**config.mk**
```make
export PLATFORM = sky130hd
export DESIGN_NAME = hazard_scoreboard
export DESIGN_NICKNAME = d
export VERILOG_FILES = /design/src/rtl/hazard_scoreboard.sv
export SDC_FILE = /design/constraint.sdc
export NUM_CORES = 1
export LEC_CHECK = 0
export BUFFER_PORTS_ARGS = -buffer_cell sky130_fd_sc_hd__buf_2
export CAP_MARGIN = 40
export CORE_MARGIN = 3
export CORE_UTILIZATION = 55
export DETAILED_ROUTE_END_ITERATION = 7
export PLACE_DENSITY = 0.89
export SLEW_MARGIN = 20
export SYNTH_ARGS = -nofsm -noshare
export SYNTH_HDL_FRONTEND = slang
export SYNTH_SLANG_ARGS = --single-unit
```
**constraint.sdc**
```tcl
create_clock -name clk -period 4.6 [get_ports clk]
set_clock_uncertainty 0.15 [all_clocks]
set_input_delay 1.38 -clock clk [delete_from_list [all_inputs] [get_ports clk]]
set_output_delay 1.38 -clock clk [all_outputs]
set_load 0.005 [all_outputs]
```
**src/rtl/hazard_scoreboard.sv**
```systemverilog
// Load-use hazard scoreboard for a 5-stage pipeline: per-register pending-load counters, stall/flush and forwarding selects.
// Optional performance counters are built when HAZARD_PERF_CNT_EN is defined.
module hazard_scoreboard #(
    parameter int REG_AW   = 5,
    parameter int LOAD_LAT = 1,
    localparam int NREG    = 2**REG_AW
) (
    input  logic              clk,
    input  logic              rst_n,
    input  logic              id_valid,
    input  logic [REG_AW-1:0] id_rs,
    input  logic [REG_AW-1:0] id_rt,
    input  logic              id_rs_used,
    input  logic              id_rt_used,
    input  logic              id_wreg,
    input  logic [REG_AW-1:0] id_waddr,
    input  logic              id_is_load,
    input  logic              id_branch_taken,
    input  logic [REG_AW-1:0] exe_waddr,
    input  logic [REG_AW-1:0] mem_waddr,
    input  logic              exe_wreg,
    input  logic              exe_mem2reg,
    input  logic              mem_wreg,
    input  logic              mem_mem2reg,
    input  logic              ext_stall,
    output logic              stall,
    output logic              flush,
    output logic [1:0]        fwda,
    output logic [1:0]        fwdb,
    output logic [NREG-1:0]   sb_busy
`ifdef HAZARD_PERF_CNT_EN
    ,
    output logic [31:0]       perf_stall_cnt,
    output logic [31:0]       perf_flush_cnt
`endif
);

    logic [2:0] cnt [NREG];
    logic       rs_busy;
    logic       rt_busy;
    logic       issue;
    logic       load_set;

    function automatic logic [1:0] fwd_sel(
        input logic              valid,
        input logic              used,
        input logic [REG_AW-1:0] src,
        input logic              e_wreg,
        input logic              e_m2r,
        input logic [REG_AW-1:0] e_waddr,
        input logic              m_wreg,
        input logic              m_m2r,
        input logic [REG_AW-1:0] m_waddr
    );
        if (!valid || !used || src == '0)               return 2'b00;
        if (e_wreg && !e_m2r && e_waddr == src)         return 2'b01;
        if (m_wreg && !m_m2r && m_waddr == src)         return 2'b10;
        if (m_wreg && m_m2r && m_waddr == src)          return 2'b11;
        return 2'b00;
    endfunction

    // NOTE: every variable driven here gets a value on every path, so no latch is inferred.
    always_comb begin
        rs_busy = id_rs_used && (id_rs != '0) && (cnt[id_rs] != 3'd0);
        rt_busy = id_rt_used && (id_rt != '0) && (cnt[id_rt] != 3'd0);
        stall   = id_valid && (rs_busy || rt_busy);
        for (int r = 0; r < NREG; r++) begin
            sb_busy[r] = (cnt[r] != 3'd0);
        end
    end

    assign issue    = id_valid & ~stall & ~ext_stall;
    assign load_set = issue & id_is_load & id_wreg & (id_waddr != '0);

    assign fwda = fwd_sel(id_valid, id_rs_used, id_rs, exe_wreg, exe_mem2reg, exe_waddr,
                          mem_wreg, mem_mem2reg, mem_waddr);
    assign fwdb = fwd_sel(id_valid, id_rt_used, id_rt, exe_wreg, exe_mem2reg, exe_waddr,
                          mem_wreg, mem_mem2reg, mem_waddr);

    // NOTE: state uses non-blocking assignments so all registers update from pre-edge values.
    // NOTE: the counter array is reset explicitly; pending loads must not survive reset.
    always_ff @(posedge clk) begin
        if (!rst_n) begin
            for (int r = 0; r < NREG; r++) begin
                cnt[r] <= 3'd0;
            end
            flush <= 1'b0;
        end else if (!ext_stall) begin
            for (int r = 0; r < NREG; r++) begin
                if (load_set && id_waddr == REG_AW'(r)) begin
                    cnt[r] <= 3'(LOAD_LAT);
                end else if (cnt[r] != 3'd0) begin
                    cnt[r] <= cnt[r] - 3'd1;
                end
            end
            flush <= issue & id_branch_taken;
        end
    end

`ifdef HAZARD_PERF_CNT_EN
    always_ff @(posedge clk) begin
        if (!rst_n) begin
            perf_stall_cnt <= 32'd0;
            perf_flush_cnt <= 32'd0;
        end else begin
            if (stall && !ext_stall) perf_stall_cnt <= perf_stall_cnt + 32'd1;
            if (flush)               perf_flush_cnt <= perf_flush_cnt + 32'd1;
        end
    end
`else
    // Performance counters are not built in this configuration.
`endif

endmodule

```
==> flow_metrics.env <==
export IMPL_tightest_slew_ns=0.901
export IMPL_drc_errors=0
export IMPL_synth_top_cell_area_share=0.376
export IMPL_power_density_mw_per_mm2=313
export IMPL_comb_power_share=0.313
export IMPL_crit_end="stall"
export IMPL_synth_seq_area_share=0.378
export IMPL_wire_per_inst_um=21.6
export IMPL_reg2reg_depth=13
export IMPL_ir_worst_vdd_mv=0.177
export IMPL_status="finished, violations left"
export IMPL_highest_layer="met4"
export IMPL_clk_pin_slew_ns=0.07
export IMPL_p_sw_frac=0.347
export IMPL_r2r_end="cnt[6][0]"
export IMPL_reg2reg_slack_ns=0.51
export IMPL_grt_pass1_vias=6881
export IMPL_dp_hpwl_um=16400
export IMPL_grt_use_total=0.290
export IMPL_hold_viol=0
export IMPL_htreeDepth=3
export IMPL_avgSynthCellArea_sq_um=9.52
export IMPL_place_port_buffers=75
export IMPL_setup_violations=1
export IMPL_start_util=0.570
export IMPL_end_kind="output port"
export IMPL_wl_met1_um=8350
export IMPL_grt_pass1_wl_um=34400
export IMPL_num_rows=42
export IMPL_power_internal_mw=1.86
export IMPL_ctsHoldBuffers=0
export IMPL_synthArstFlopShare=0
export IMPL_io_pins=76
export IMPL_antenna_left=0
export IMPL_grt_max_degree=38
export IMPL_synth_enable_flop_cells=96
export IMPL_clockBufferDepth=2
export IMPL_layout_drive_gt1_share=0.226
export IMPL_synth_top_cells_by_count="edfxtp_1 (96), inv_1 (84), ha_1 (64)"
export IMPL_coreArea_sq_mm=0.0135
export IMPL_final_util=0.675
export IMPL_worstReg2RegStart="cnt[22][0]"
export IMPL_synth_nets=908
export IMPL_cp_arrival_ns=3.09
export IMPL_min_path_type="reg -> reg"
export IMPL_antenna_found_initial=0
export IMPL_synth_seq_cells=97
export IMPL_clockPowerShare=0.263
export IMPL_rsz0062_at_grt="true"
export IMPL_ys_warn_count=0
export IMPL_syn_cell_area_sq_mm=0.00767
export IMPL_wl_met3_um=3180
export IMPL_final_area_sq_mm=0.00908
export IMPL_first_pass_iters=6
export IMPL_clock_sinks=97
export IMPL_crit_required_ns=3.07
export IMPL_cts_tree="built"
export IMPL_synth_cell_types=57
export IMPL_vias=7261
export IMPL_start_kind="input port"
export IMPL_dieArea_sq_mm=0.0154
export IMPL_place_congestion=0.981
export IMPL_fmax_mhz=216
export IMPL_cts_made_buffers=9
export IMPL_timing_setup_tns_ns=-0.0246
export IMPL_clock_root_buffer="clkbuf_16"
export IMPL_critPathLaunch="id_rs[0]"
export IMPL_synth_flop_cell="edfxtp_1"
export IMPL_failed_checks="setup timing"
export IMPL_dp_cells=1064
export IMPL_wl_met2_um=10800
export IMPL_yosys_top_cells_area="edfxtp_1 (38%), ha_1 (10%), inv_1 (4.1%), mux4_2 (3.2%), nor2_1 (2.9%)"
export IMPL_clk_latency_ns=0.37
export IMPL_cp_max_fo=9
export IMPL_finalNonFillerCells=1089
export IMPL_nNetsFinal=1010
export IMPL_fin_crit_ns=4.62
export IMPL_place_area_sq_mm=0.00850
export IMPL_yosys_area_top_type="edfxtp_1"
export IMPL_p_seq_frac=0.424
export IMPL_switchingPower_mw=0.987
export IMPL_p_leak_nw=3.61
export IMPL_drv_slew=0
export IMPL_area_growth_synth_to_final_pct=18.3
export IMPL_fin_ws_ns=-0.0246
export IMPL_pre_cts_slack_ns=-0.184
export IMPL_via_per_inst=6.67
export IMPL_die_h_um=124
export IMPL_grt_overflow=0
export IMPL_yosysMostFrequentCell="edfxtp_1"
export IMPL_timing_final_crit_share=1.01
export IMPL_path_class="in -> out"
export IMPL_diodes=0
export IMPL_wirelength_um=23500
export IMPL_fillers=939
export IMPL_netlist_instances=806
export IMPL_die_x_um=124
export IMPL_slew_headroom=0.398
export IMPL_drv_cap=0
export IMPL_drt_iter0_drc=1164
==> per-layer routing <==
layer  global-route usage  vias up
li1                     -     3184
met1                0.366     3373
met2                0.479      578
met3               0.0618      126
met4                0.134        0
met5                    0        -
==> cell usage in the layout, fill, tap and decap left out, drive strengths merged, types with 10 or more instances in the layout <==
master  synthesis  layout
xor2           13      13
o31a           17      17
xnor2          19      19
inv            85      88
o21ai          19      19
nor4b          11      11
and2           10      10
nand3          27      27
nor2           59      59
nor3           44      44
mux2i          15      15
edfxtp         96      96
o32ai          13      13
buf            11     139
mux4           11      11
nand2          45      45
o221ai         10      10
nor4           18      18
ha             64      64
a21oi          27      27
nand2b         32      32
nor2b          17      17
==> critical path, stage by stage <==
cell and delay, ns:
buf_4 0.14, buf_4 0.17, buf_4 0.17, a2111oi_4 0.34, nor4_2 0.07, a211oi_2 0.36
o31ai_4 0.15, a21boi_4 0.17, buf_2 0.13
==> per-stage QoR <==
step	hold slack (ns)	total power, mW
after floorplan	0.298	1.71
after global placement	0.299	1.97
after detailed placement	0.307	2.01
after CTS	0.318	2.77
after global routing	0.352	2.96
final	0.321	2.84
==> what timing repair did <==
item,4_1_cts,5_1_grt
endpoints found under the setup margin,1,9
setup buffers,8,2
pin swaps,8,9
resized for setup,19,25
==> logic make-up after synthesis <==
logic type / after synthesis / synth area share
buf+inv: 133 / 0.0696
fa+ha+maj: 64 / 0.104
mux: 29 / 0.0562
flops: 97 / 0.378
compound gates: 148 / 0.146
simple gates: 303 / 0.209
xor+xnor: 32 / 0.0365
==> how the worst min path moves through the flow <==
| stage | from | endpoint | slack [ns] | cells after the start |
|---|---|---|---|---|
| 6_report | flush | flush | 0.32 | 2 |
| 5_1_grt | flush | flush | 0.35 | 2 |
| 4_1_cts | flush | flush | 0.32 | 2 |
| 3_5_place_dp | flush | flush | 0.31 | 2 |
| 3_3_place_gp | flush | flush | 0.30 | 2 |
| 2_1_floorplan | flush | flush | 0.30 | 2 |
==> flip-flops by register name, summed over array words and instances (netlist names) <==
signal and count:
flush 1, cnt 96
==> layout make-up <==
class | instances | area [sq um] | share of cell area
multi-input combinational | 576 | 4440 | 0.489
sequential | 97 | 2900 | 0.320
timing repair buffer | 139 | 908 | 0.100
inverter | 85 | 319 | 0.0351
clock buffer | 9 | 225 | 0.0248
tap | 176 | 220 | 0.0243
clock inverter | 7 | 62.6 | 0.00689
==> power by group through the flow <==
stage | clock network (mW) | logic (mW) | registers [mW]
CTS | 0.746 | 0.834 | 1.19
floorplan | 0 | 0.535 | 1.18
global placement | 0 | 0.765 | 1.20
finish | 0.748 | 0.891 | 1.20
global route | 0.782 | 0.962 | 1.21
detailed placement | 0 | 0.803 | 1.21
(Power assumes the default switching activity.)
